### config.mk
export PLATFORM = sky130hd
export DESIGN_NAME = ad9122_spi_master
export DESIGN_NICKNAME = d
export VERILOG_FILES = /design/src/rtl/ad9122_pkg.sv /design/src/rtl/ad9122_sclk_gen.sv /design/src/rtl/ad9122_spi_master.sv
export SDC_FILE = /design/constraint.sdc
export NUM_CORES = 1
export LEC_CHECK = 0
export ABC_CLOCK_PERIOD_IN_PS = 1750
export BUFFER_PORTS_ARGS = -buffer_cell sky130_fd_sc_hd__buf_2
export CORE_UTILIZATION = 55
export DETAILED_ROUTE_END_ITERATION = 8
export PLACE_DENSITY = 0.77
export SLEW_MARGIN = 10
export SYNTH_ARGS = -nofsm -noshare
export SYNTH_HDL_FRONTEND = slang
export SYNTH_SLANG_ARGS = --single-unit
export TNS_END_PERCENT = 1
### constraint.sdc
create_clock -name clk -period 1.75 [get_ports clk]
set_input_delay 0.35 -clock clk [delete_from_list [all_inputs] [get_ports clk]]
set_output_delay 0.35 -clock clk [all_outputs]
set_load 0.03 [all_outputs]
### src/rtl/ad9122_pkg.sv
`default_nettype none
// +--------------------------------------------------------------------------+
// | Module  : ad9122_pkg                                                     |
// | Purpose : Shared types and constants for the AD9122 serial-port master.  |
// |           Holds the frame FSM state encoding and the frame geometry.     |
// | Ports   : none (package)                                                 |
// | Rev     : 1.0  initial release                                           |
// +--------------------------------------------------------------------------+
package ad9122_pkg;

  localparam int FRAME_BITS = 16;  // instruction byte + data byte
  localparam int INSTR_W    = 8;
  localparam int DATA_W     = 8;
  localparam int RW_BIT     = 7;   // instruction bit carrying read(1)/write(0)

  typedef enum logic [2:0] {
    ST_IDLE  = 3'd0,
    ST_SETUP = 3'd1,
    ST_SHIFT = 3'd2,
    ST_HOLD  = 3'd3,
    ST_GAP   = 3'd4
  } state_t;

endpackage
`default_nettype wire

### src/rtl/ad9122_sclk_gen.sv
`default_nettype none
// +--------------------------------------------------------------------------+
// | Module  : ad9122_sclk_gen                                                |
// | Purpose : SCLK half-period divider. While enabled it counts CLK_DIV      |
// |           clocks per half period, starting with a low half, and flags    |
// |           the last clock of each half.                                   |
// | Ports   : clk, rstn     - clock, async active-low reset                  |
// |           en            - run the divider (held in reset when low)       |
// |           rise_stb      - last clock of a low half (SCLK rises next edge)|
// |           fall_stb      - last clock of a high half (SCLK falls next)    |
// | Rev     : 1.0  initial release                                           |
// +--------------------------------------------------------------------------+
module ad9122_sclk_gen
  import ad9122_pkg::*;
#(
  parameter int CLK_DIV = 4
) (
  input  logic clk,
  input  logic rstn,
  input  logic en,
  output logic rise_stb,
  output logic fall_stb
);

  localparam int                 c_cnt_w = $clog2(CLK_DIV);
  localparam logic [c_cnt_w-1:0] c_last  = c_cnt_w'(CLK_DIV - 1);

  logic [c_cnt_w-1:0] r_cnt;
  logic               r_high;   // which half of the SCLK period we are in
  logic               w_wrap;

  assign w_wrap   = en && (r_cnt == c_last);
  assign rise_stb = w_wrap && !r_high;
  assign fall_stb = w_wrap &&  r_high;

  always_ff @(posedge clk or negedge rstn) begin
    if (!rstn) begin
      r_cnt  <= '0;
      r_high <= 1'b0;
    end else if (!en) begin
      // Restart aligned so the first enabled cycle begins a low half.
      r_cnt  <= '0;
      r_high <= 1'b0;
    end else if (w_wrap) begin
      r_cnt  <= '0;
      r_high <= !r_high;
    end else begin
      r_cnt  <= r_cnt + c_cnt_w'(1);
    end
  end

endmodule
`default_nettype wire

### src/rtl/ad9122_spi_master.sv
`default_nettype none
// +--------------------------------------------------------------------------+
// | Module  : ad9122_spi_master                                              |
// | Purpose : Serial-port master for the AD9122 control interface. Takes a   |
// |           one-cycle write/read request and shifts out one 16-bit frame   |
// |           {rw, addr[6:0], data}, MSB first, capturing the returned byte  |
// |           on reads. Frame: SETUP, 16 SCLK bits, HOLD, GAP, then IDLE.    |
// | Macro   : AD9122_SPI_3WIRE_EN - 3-wire SDIO; spi_sdo_oe released during  |
// |           the data phase of read frames. Undefined: 4-wire, oe fixed 1.  |
// | Ports   : clk, rstn            - clock, async active-low reset           |
// |           ad_rw_addr, w_ad_data - instruction (bit 7 replaced), wdata    |
// |           write_req, read_req  - one-cycle requests (both high = read)   |
// |           r_w_end, busy        - frame-done pulse, busy flag             |
// |           r_ad_data, rd_valid  - last byte read, read-done pulse         |
// |           spi_csn/sclk/sdo/sdo_oe/sdi - serial port pins                 |
// | Rev     : 1.0  initial release                                           |
// +--------------------------------------------------------------------------+
module ad9122_spi_master
  import ad9122_pkg::*;
#(
  parameter int CLK_DIV = 4
) (
  input  logic              clk,
  input  logic              rstn,
  input  logic [INSTR_W-1:0] ad_rw_addr,
  input  logic [DATA_W-1:0] w_ad_data,
  input  logic              write_req,
  input  logic              read_req,
  output logic              r_w_end,
  output logic              busy,
  output logic [DATA_W-1:0] r_ad_data,
  output logic              rd_valid,
  output logic              spi_csn,
  output logic              spi_sclk,
  output logic              spi_sdo,
  output logic              spi_sdo_oe,
  input  logic              spi_sdi
);

  localparam int                 c_cnt_w    = $clog2(CLK_DIV);
  localparam logic [c_cnt_w-1:0] c_last     = c_cnt_w'(CLK_DIV - 1);
  localparam logic [c_cnt_w-1:0] c_end      = c_cnt_w'(CLK_DIV - 2);
  localparam logic [4:0]         c_bit_last = 5'(FRAME_BITS - 1);

  state_t                  r_state;
  state_t                  w_state_nxt;
  logic [c_cnt_w-1:0]      r_cnt;      // phase timer for SETUP/HOLD/GAP
  logic [4:0]              r_bit;      // bit index within SHIFT, 0..15
  logic [FRAME_BITS-1:0]   r_tx;
  logic [DATA_W-1:0]       r_rx;       // only the last DATA_W samples matter
  logic                    r_rd;
  logic                    w_accept;
  logic                    w_phase_last;
  logic                    w_end_nxt;
  logic                    w_sel_nxt;
  logic                    w_rise;
  logic                    w_fall;
  logic                    w_unused;

  // The incoming R/W bit is overwritten by the request type.
  assign w_unused     = ad_rw_addr[RW_BIT];
  assign w_phase_last = (r_cnt == c_last);

  ad9122_sclk_gen #(
    .CLK_DIV (CLK_DIV)
  ) u_sclk_gen (
    .clk      (clk),
    .rstn     (rstn),
    .en       (r_state == ST_SHIFT),
    .rise_stb (w_rise),
    .fall_stb (w_fall)
  );

  always_comb begin
    w_state_nxt = r_state;
    w_accept    = 1'b0;
    case (r_state)
      ST_IDLE: begin
        if (write_req || read_req) begin
          w_accept    = 1'b1;
          w_state_nxt = ST_SETUP;
        end
      end
      ST_SETUP: if (w_phase_last) w_state_nxt = ST_SHIFT;
      ST_SHIFT: if (w_fall && (r_bit == c_bit_last)) w_state_nxt = ST_HOLD;
      ST_HOLD:  if (w_phase_last) w_state_nxt = ST_GAP;
      ST_GAP:   if (w_phase_last) w_state_nxt = ST_IDLE;
      default:  w_state_nxt = ST_IDLE;
    endcase
    // Registered one cycle early so r_w_end lands in the last GAP cycle.
    w_end_nxt = (r_state == ST_GAP) && (r_cnt == c_end);
    w_sel_nxt = (w_state_nxt == ST_SETUP) || (w_state_nxt == ST_SHIFT) ||
                (w_state_nxt == ST_HOLD);
  end

  always_ff @(posedge clk or negedge rstn) begin
    if (!rstn) begin
      r_state    <= ST_IDLE;
      r_cnt      <= '0;
      r_bit      <= '0;
      r_tx       <= '0;
      r_rx       <= '0;
      r_rd       <= 1'b0;
      r_w_end    <= 1'b0;
      busy       <= 1'b0;
      r_ad_data  <= '0;
      rd_valid   <= 1'b0;
      spi_csn    <= 1'b1;
      spi_sclk   <= 1'b0;
      spi_sdo    <= 1'b0;
      spi_sdo_oe <= 1'b1;
    end else begin
      r_state  <= w_state_nxt;
      spi_csn  <= !w_sel_nxt;
      busy     <= (w_state_nxt != ST_IDLE);
      r_w_end  <= w_end_nxt;
      rd_valid <= w_end_nxt && r_rd;
      if (w_end_nxt && r_rd) r_ad_data <= r_rx;

      if (w_state_nxt != r_state) begin
        r_cnt <= '0;
      end else if ((r_state == ST_SETUP) || (r_state == ST_HOLD) ||
                   (r_state == ST_GAP)) begin
        r_cnt <= r_cnt + c_cnt_w'(1);
      end

      if (w_accept) begin
        r_tx    <= {read_req, ad_rw_addr[RW_BIT-1:0], w_ad_data};
        r_rd    <= read_req;
        spi_sdo <= read_req;
        r_bit   <= '0;
      end

      if (r_state == ST_SHIFT) begin
        if (w_rise) begin
          spi_sclk <= 1'b1;
          r_rx     <= {r_rx[DATA_W-2:0], spi_sdi};
        end
        if (w_fall) begin
          // Next bit is launched at the start of the low half.
          spi_sclk <= 1'b0;
          r_tx     <= r_tx << 1;
          spi_sdo  <= r_tx[FRAME_BITS-2];
          if (r_bit != c_bit_last) r_bit <= r_bit + 5'd1;
        end
      end else begin
        spi_sclk <= 1'b0;
      end

`ifdef AD9122_SPI_3WIRE_EN
      // Hand SDIO to the slave for the data byte of a read: released when
      // the first data bit's low half starts, reclaimed as HOLD begins.
      if ((r_state == ST_SHIFT) && (w_state_nxt == ST_HOLD)) begin
        spi_sdo_oe <= 1'b1;
      end else if ((r_state == ST_SHIFT) && w_fall && r_rd &&
                   (r_bit == 5'(INSTR_W - 1))) begin
        spi_sdo_oe <= 1'b0;
      end
`else
      spi_sdo_oe <= 1'b1;
`endif
    end
  end

endmodule
`default_nettype wire

==> flow_summary_export.csv, run 1 <==
group,metric,value,unit
status,status,"completed",
clock_network,cts_buffer_depth,2,
run,cap_violations,0,
clock_network,cts_tree,"done",
pwr,p_leak,1.22,nW
yosys,synth_top_family_by_area,"multiplexers",
worst_setup_path,crit_required,1.94,ns
floorplanning,initial_utilization,58.0,%
floorplanning,dieHeight,67.2,um
worst_setup_path,path_max_fanout,19,
yosys,netlist_instances,189,
timing,period_minus_slack,1.62,ns
floorplanning,die_width,67.2,um
yosys,synth.net_count,214,
detailed_routing,dr.pass1.iters,4,
yosys,yosys-mux-area-fraction,14.1,%
worst_setup_path,startpoint,"r_state[0]",
pwr,finalPower,2.21,mW
yosys,synth_edf_count,0,
floorplanning,rows,23,
yosys,yosysWarnings,0,
clock_network,cts_resized,0,
detailed_routing,totalWireLength,3.67,mm
place,dp_hpwl,2.61,mm
worst_setup_path,worstSetupPathType,"reg2reg",
floorplanning,dieArea,4520,um2
global_route,gr-total-overflow,0,
floorplanning,coreArea,4030,um2
clock_network,htreeDepth,2,
timing,slew_headroom,51.6,%
yosys,syn_avg_cell_area,12.4,um2
global_route,grt_pass1_wl,6.15,mm
timing,clock_skew,0.00879,ns
clock_network,clkSinkCount,51,
detailed_routing,wire_per_inst,13.3,um
yosys,yosys.area_share.simple,12.5,%
place,dp_slack,0.129,ns
detailed_routing,antenna_left,0,
layout,layout-drive-gt1-share,31.1,%
timing,setup_slack,0.134,ns
yosys,synth_flop_cell,"dfrtp_1",
worst_setup_path,cp.arrival,1.81,ns
timing,worst_pin_slew,0.719,ns
yosys,synth-compound-area-share,10.6,%
clock_network,clk_pin_slew,0.09,ns
global_route,antenna_found_initial,0,
worst_hold_path,min_path_type,"in2async",
layout,area_growth,13.8,%
timing,setup_tns,0,ns
layout,num_antenna_cells,0,
place,io_buffers,33,
pwr,vdd_drop_max,0.536,mV
timing,finalMaxSlewViolations,0,
timing,rsz0062_at_grt,"false",
clock_network,clkLatencyLatePin,0.30,ns
detailed_routing,num_vias,1485,
layout,nets,249,
floorplanning,io_pins,36,
yosys,synth_xor_area_share,0.375,%
clock_network,hold_buffers,0,
timing,hold_viol,0,
global_route,grt_max_degree,34,
timing,fmax,619,MHz
yosys,syn_area,2340,um2
yosys,ys_async_sr_fraction,100,%
yosys,synthDistinctLibCells,45,
worst_setup_path,r2r-start,"r_state[0]",
timing,fin_crit_sh,92.3,%
detailed_routing,drc,0,
timing,setup_viol,0,
worst_setup_path,critPathLaunchType,"flop",
clock_network,clockRootBuffer,"clkbuf_8",
global_route,grt_usage,18.9,%
place,routabilityCongestion,0.723,
clock_network,cts_buffers,5,
timing,hold_ws,0.00898,ns
detailed_routing,via_per_inst,5.40,
clock_network,cts_setup_buffers,0,
worst_setup_path,worstSetupEndpointType,"flop",
yosys,seq_area_frac_synth,54.6,%
yosys,synth_seq_cells,51,
pwr,p_per_area,832,nW/um2
global_route,grt_pass1_vias,1374,
yosys,synth_fa_ha_area_share,2.14,%
detailed_routing,first_iter_violations,47,
-- cells in the final DEF, fill, tap and decap left out, drive strengths merged, types with 2 or more instances in the layout --
cell type / n
nand4: 2
a21oi: 6
mux2i: 15
mux2: 16
nor3b: 2
nand2b: 4
inv: 3
ha: 4
nor3: 2
dfrtp: 50
nand3b: 3
o21ai: 18
nand2: 24
a22o: 2
nor4: 2
and3: 2
buf: 38
bufinv: 2
nand3: 6
o22ai: 3
nor2: 2
clkbuf: 5
-- cell type report --
| cell class | count | area, um2 |
|---|---|---|
| clock inverters | 3 | 67.6 |
| well taps | 50 | 62.6 |
| clock buffers | 5 | 68.8 |
| fillers | 321 | 1370 |
| multi-input cells | 125 | 933 |
| inverters | 3 | 11.3 |
| flip-flops and latches | 51 | 1280 |
| repair buffers | 38 | 240 |
-- cell families (layout without fill, tap and decap cells) --
logic type	after synthesis	after routing
xor gates and xnor gates	1	1
buffers and inverters	13	49
AOI/OAI and AO/OA	36	36
muxes	31	31
adders and majority gates	4	4
and+or+nand+nor	52	52
other	1	1
DFF	51	51
-- synthesized netlist by cell type (all sizes together) (3+ instances only) --
| cell type | count | area [um2] |
|---|---|---|
| inv | 3 | 11.3 |
| a21oi | 6 | 30.0 |
| mux2i | 15 | 150 |
| nand3b | 3 | 35.0 |
| ha | 4 | 50.1 |
| buf | 9 | 111 |
| nand3 | 6 | 30.0 |
| nand2 | 24 | 90.1 |
| mux2 | 16 | 180 |
| nand2b | 4 | 25.0 |
| o21ai | 18 | 93.8 |
| o22ai | 3 | 18.8 |
| dfrtp | 50 | 1250 |
-- path summary, 6_finish.rpt --
check	to	slack, ns	cells past startpoint
min in group clk	r_rx[0]	0.26	2
max	r_bit[3]	0.13	4
max reg2reg	r_bit[3]	0.13	4
max in group asynchronous	r_tx[3]	1.49	2
min	r_ad_data[5]	0.009	2
min reg2reg	u_sclk_gen.r_cnt[0]	0.45	1
-- registers in the layout, summed over array words and instances, names as in the netlist --
name	cells
r_tx	15
r_ad_data	8
r_rx	8
r_bit	5
r_state	3
r_cnt	2
u_sclk_gen.r_cnt	2
busy	1
r_rd	1
r_w_end	1
rd_valid	1
spi_csn	1
spi_sclk	1
spi_sdo	1
u_sclk_gen.r_high	1
-- critical path, cell delays in order, from the launching register on --
cell and delay [ns]:
dfrtp_1 0.51, nor3_4 0.27, o21a_4 0.36, mux2i_1 0.12, a22o_1 0.24
-- where the power goes --
| part | switching, mW | internal [mW] | total (mW) |
|---|---|---|---|
| sequential | 0.00551 | 1.19 | 1.19 |
| combinational | 0.0350 | 0.0273 | 0.0623 |
| clock | 0.390 | 0.570 | 0.960 |
-- per-layer routing --
metal	vias up	track usage [%]	share of wire [%]
met1	707	23.7	46
met5	-	0	0
met2	33	30.0	48
met4	0	8.78	2.0
li1	739	-	-
met3	6	5.41	3.7
-- per-stage QoR --
| step | cells | cell area (um2) | utilization, % |
|---|---|---|---|
| after floorplan | 189 | 2340 | - |
| after detailed placement | 267 | 2520 | 62.7 |
| final | 275 | 2660 | 66.1 |
| after global routing | 275 | 2660 | 66.1 |
| after global placement | 267 | 2520 | 62.7 |
| after CTS | 275 | 2660 | 66.1 |
No activity file was read; power rests on OpenSTA's default activity.
==> run 2, diff against run 1 <==
- ABC_AREA: unset -> 1
==> run 2 against run 1 <==
Effect of this change: hold slack better by 0.013 ns; synthesized cell count up 18%; first-iteration DRC count up 70%; clock power down 16%; setup slack better by 0.11 ns; sequential power up 48%; non-clock buffer count up 1; final cell count up 13%.
==> flow_summary_export.csv, run 2 <==
group,metric,value,unit
timing,rsz0062_at_grt,"false",
floorplanning,rows,23,
pwr,finalPower,3.72,mW
yosys,syn_avg_cell_area,10.2,um2
detailed_routing,antenna_left,0,
layout,top_regs,"r_tx (15), r_ad_data (8), r_rx (8)",
clock_network,clkLatencyLatePin,0.30,ns
clock_network,clockRootBuffer,"clkbuf_8",
yosys,synthDistinctLibCells,33,
timing,finalMaxSlewViolations,0,
floorplanning,dieArea,4400,um2
layout,area_growth,16.5,%
global_route,gr-total-overflow,0,
yosys,yosysWarnings,0,
timing,clock_skew,0.00453,ns
worst_setup_path,crit_required,1.94,ns
layout,regMostFlops,"r_tx",
yosys,netlist_instances,223,
yosys,synth.net_count,248,
place,routabilityCongestion,0.737,
detailed_routing,wire_per_inst,12.4,um
yosys,seq_area_frac_synth,56.1,%
status,status,"completed",
timing,period_minus_slack,1.50,ns
worst_setup_path,worstSetupEndpointType,"flop",
yosys,syn_area,2280,um2
timing,setup_viol,0,
worst_setup_path,critPathLaunchType,"flop",
clock_network,clkSinkCount,51,
floorplanning,coreArea,4000,um2
detailed_routing,dr.pass1.iters,4,
floorplanning,die_width,66.4,um
yosys,synthMostInstantiatedCell,"dfrtp_1",
detailed_routing,totalWireLength,3.86,mm
pwr,vdd_drop_max,0.741,mV
yosys,ys_async_sr_fraction,100,%
layout,layout-drive-gt1-share,27.9,%
detailed_routing,first_iter_violations,80,
global_route,grt_usage,20.1,%
worst_hold_path,min_path_type,"in2async",
pwr,p_per_area,1400,nW/um2
clock_network,cts_buffers,5,
pwr,p_leak,1.43,nW
layout,layout_commonest_cell,"dfrtp_1",
timing,fin_crit_sh,85.9,%
global_route,grt_pass1_wl,6.49,mm
layout,largest_register_ffs,15,
clock_network,cts_tree,"done",
yosys,synth_seq_cells,51,
clock_network,htreeDepth,2,
yosys,synth_flop_cell,"dfrtp_1",
clock_network,cts_resized,0,
worst_setup_path,path_max_fanout,32,
place,io_buffers,33,
layout,num_antenna_cells,0,
global_route,grt_max_degree,52,
detailed_routing,via_per_inst,5.15,
place,placed_area,2540,um2
clock_network,hold_buffers,0,
worst_setup_path,cp.arrival,1.69,ns
clock_network,cts_buffer_depth,2,
floorplanning,io_pins,36,
timing,setup_tns,0,ns
yosys,synth_commonest_cells,"50 x dfrtp_1, 32 x inv_1, 32 x nand2_1",
floorplanning,initial_utilization,57.0,%
clock_network,cts_setup_buffers,0,
layout,nets,286,
yosys,yosysTopAreaCell,"dfrtp_1",
layout,final_area,2650,um2
timing,hold_ws,0.0223,ns
global_route,antenna_found_initial,0,
timing,fmax,665,MHz
worst_setup_path,worstSetupPathType,"reg2reg",
global_route,grt_pass1_vias,1460,
place,dp_hpwl,2.71,mm
layout,layout_common_cells,"50 x dfrtp_1, 33 x buf_2, 32 x inv_1, 32 x nand2_1, 21 x o21ai_0",
yosys,synth_edf_count,0,
timing,hold_viol,0,
layout,n_fill_cell,322,
yosys,netlist_top_cells_area,"dfrtp_1 55%, inv_1 5.3%, nand2_1 5.3%",
run,cap_violations,0,
floorplanning,dieHeight,66.4,um
detailed_routing,drc,0,
layout,final_util,66.3,%
detailed_routing,num_vias,1607,
clock_network,clk_pin_slew,0.09,ns
yosys,yosysTopAreaCellShare,54.9,%
## run 2: power breakdown
| group | internal (mW) | switching [mW] | total (mW) | leakage [nW] |
|---|---|---|---|---|
| registers | 1.56 | 0.201 | 1.76 | 0.628 |
| clock network | 0.426 | 0.381 | 0.806 | 0.0581 |
| logic | 0.488 | 0.668 | 1.16 | 0.744 |
| total | 2.47 | 1.25 | 3.72 | 1.43 |
## run 2: cell families (layout without fill, tap and decap cells)
logic type,after synthesis,in the layout,synth area share (%)
other cells,1,1,0.165
compound gates,45,45,11.8
mux,13,13,7.08
simple gates,64,64,13.8
xor+xnor,3,3,1.15
buf+inv,42,81,7.69
flops,51,51,56.1
fa+ha+maj,4,4,2.20
## run 2: path summary, 6_finish.rpt
check	start	depth (start not counted)	slack, ns	endpoint
worst max-delay path	r_state[2]	7	0.25	r_bit[4]
worst min-delay path	rstn	2	0.02	r_tx[5]
worst max register to register	r_state[2]	7	0.25	r_bit[4]
worst min register to register	u_sclk_gen.r_cnt[0]	1	0.45	u_sclk_gen.r_cnt[0]
max in group asynchronous	rstn	2	1.46	spi_csn
min in group clk	spi_sdi	2	0.28	r_rx[0]
## run 2: area by class of cell
class                           instances  area (um2)  share of cell area (%)
Clock buffer                            5        68.8                    2.59
Clock inverter                          3        43.8                    1.65
Inverter                               34         128                    4.81
Multi-Input combinational cell        130         826                    31.1
Sequential cell                        51        1280                    48.1
Tap cell                               50        62.6                    2.36
Timing Repair Buffer                   39         248                    9.34
## run 2: worst max-delay path, stage by stage (launching register included)
cell     delay, ns
dfrtp_1       0.44
inv_2         0.11
nand3_2       0.13
nor2_4        0.18
nand2_4       0.10
buf_12        0.17
o21ai_0       0.19
nor2_1        0.07
## run 2: per-stage QoR
step	cells	setup WS, ns
after floorplan	223	0.280
after detailed placement	304	0.246
final	312	0.247
after CTS	312	0.240
after global placement	304	0.277
after global routing	312	0.136
## run 2: metal layers
metal,vias up,GRT usage (%),share of wire [%]
met4,0,6.65,1.1
met2,32,33.0,48
li1,800,-,-
met1,770,25.6,47
met5,-,0,0
met3,5,5.34,4.2
==> run 3, diff against run 2 <==
- BUFFER_PORTS_ARGS: -buffer_cell sky130_fd_sc_hd__buf_2 -> unset
- DONT_BUFFER_PORTS: unset -> 1
- PLACE_DENSITY: 0.77 -> 0.69
==> run 3 against run 2 <==
Effect of this change: die area unchanged; sequential share of layout area increased by 3.5 points; register-to-register slack got worse by 0.03 ns; count of clock-buffer cells in the layout increased by 2; hold slack improved by 0.17 ns; maximum frequency decreased by 2.0%; combinational power decreased by 7%; critical path type unchanged; largest power group unchanged.
==> flow_summary_export.csv, run 3 (same netlist as run 2, synthesis figures left out) <==
group,metric,value,unit
status,status,"completed",
worst_setup_path,cp.buffers_inverters,2,
global_route,grt_pass1_vias,1455,
floorplanning,coreArea,4000,um2
place,dp_slack,0.144,ns
worst_setup_path,worstSetupPathType,"reg2reg",
timing,hold_ws,0.191,ns
global_route,grt_pass1_wl,6.42,mm
layout,top_regs,"r_tx (15), r_ad_data (8), r_rx (8)",
timing,clock_skew,0.00485,ns
detailed_routing,num_vias,1520,
layout,final_area,2470,um2
clock_network,htreeDepth,2,
place,io_buffers,0,
timing,setup_slack,0.216,ns
worst_setup_path,r2r-start,"r_state[2]",
detailed_routing,drc,0,
place,dp_cells,268,
place,dp_hpwl,2.82,mm
worst_setup_path,crit_required,1.93,ns
timing,rsz0062_at_grt,"false",
worst_setup_path,cp.arrival,1.72,ns
layout,area_growth,8.51,%
floorplanning,initial_utilization,57.0,%
timing,finalMaxSlewViolations,0,
pwr,p_clk_share,20.0,%
layout,post_layout_nonfiller_instances,278,
worst_setup_path,path_depth,7,
worst_setup_path,r2r_end,"r_bit[0]",
detailed_routing,dr.pass1.iters,4,
worst_setup_path,path_max_fanout,23,
global_route,antenna_found_initial,0,
worst_setup_path,path_cells,"inv_2 -> nand3_2 -> nor2_4 -> nand2_4 -> buf_12 -> o21ai_0 -> a21oi_1",
clock_network,clockRootBuffer,"clkbuf_8",
pwr,p_leak,1.27,nW
timing,fin_crit_sh,87.6,%
timing,setup_tns,0,ns
clock_network,clkLatencyLatePin,0.30,ns
timing,period_minus_slack,1.53,ns
floorplanning,rows,23,
detailed_routing,via_per_inst,5.47,
timing,setup_viol,0,
timing,hold_viol,0,
floorplanning,io_pins,36,
pwr,vdd_drop_max,0.795,mV
pwr,pwr-share-comb,29.8,%
layout,layout_commonest_cell,"dfrtp_1",
clock_network,cts_tree,"done",
layout,regMostFlops,"r_tx",
timing,fmax,652,MHz
global_route,gr-total-overflow,0,
place,placed_area,2330,um2
place,routabilityCongestion,0.834,
clock_network,cts_buffers,5,
layout,largest_register_ffs,15,
worst_hold_path,min_path_type,"in2reg",
worst_setup_path,path_delay_family,"simple AND/OR/NAND/NOR gates",
pwr,sw_frac_of_total,34.5,%
layout,final_util,61.8,%
floorplanning,dieHeight,66.4,um
worst_setup_path,cp_slowest_stage_delay,0.44,ns
layout,nets,252,
timing,slew_headroom,67.3,%
worst_setup_path,reg2reg_setup_slack,0.22,ns
run,cap_violations,0,
floorplanning,die_width,66.4,um
pwr,p_sw,1.25,mW
global_route,grt_usage,20.3,%
timing,worst_pin_slew,0.485,ns
layout,layout-drive-gt1-share,16.7,%
worst_setup_path,worstSetupEndpointType,"flop",
floorplanning,dieArea,4400,um2
global_route,grt_max_degree,52,
clock_network,clk_pin_slew,0.09,ns
layout,n_fill_cell,318,
detailed_routing,wire_per_inst,14.0,um
pwr,seqPwrFrac,50.2,%
worst_setup_path,critPathLaunchType,"flop",
clock_network,cts_setup_buffers,0,
worst_setup_path,cp_slowest_cell,"dfrtp_1",
clock_network,clkSinkCount,51,
pwr,p_int,2.37,mW
detailed_routing,first_iter_violations,91,
pwr,finalPower,3.62,mW
worst_setup_path,startpoint,"r_state[2]",
worst_setup_path,endpoint,"r_bit[0]",
detailed_routing,antenna_left,0,
worst_setup_path,r2r_cells,7,
layout,layout_common_cells,"50 x dfrtp_1, 32 x inv_1, 32 x nand2_1",
clock_network,cts_buffer_depth,2,
layout,num_antenna_cells,0,
pwr,p_per_area,1470,nW/um2
detailed_routing,totalWireLength,3.90,mm
## run 3: worst min path at each step
| stage | cells after the start | slack [ns] | end | start |
|---|---|---|---|---|
| floorplan | 0 | 0.05 | busy | rstn |
| global placement | 0 | 0.06 | r_tx[6] | rstn |
| detailed placement | 0 | 0.06 | r_tx[7] | rstn |
| CTS | 1 | 0.18 | r_rx[0] | spi_sdi |
| global route | 1 | 0.18 | r_rx[0] | spi_sdi |
| finish | 1 | 0.19 | r_rx[0] | spi_sdi |
## run 3: metal layers
layer / track usage, % / share of wire, % / up-vias
met5: 0 / 0 / -
met4: 9.57 / 2.3 / 0
met3: 5.34 / 5.5 / 11
met2: 33.5 / 50 / 41
met1: 24.8 / 42 / 738
li1: - / - / 730
## run 3: final cells by class
type | instances | area (um2) | share of cell area [%]
clock buffer | 7 | 96.3 | 3.90
sequential | 51 | 1280 | 51.7
timing repair buffer | 5 | 72.6 | 2.94
multi-input combinational | 130 | 826 | 33.4
clock inverter | 1 | 7.51 | 0.304
tap | 50 | 62.6 | 2.53
inverter | 34 | 130 | 5.26
## run 3: what timing repair did
action,CTS,global route
resized for setup,0,2
endpoints found under the hold margin,51,0
hold buffers,2,0
setup endpoints to repair,0,1
## run 3: power groups by stage
stage | Combinational [mW] | Clock, mW | Sequential [mW]
floorplan | 0.876 | 0 | 1.78
global placement | 0.960 | 0 | 1.82
detailed placement | 1.06 | 0 | 1.84
CTS | 1.10 | 0.749 | 1.82
global route | 1.27 | 0.785 | 1.86
finish | 1.08 | 0.725 | 1.82
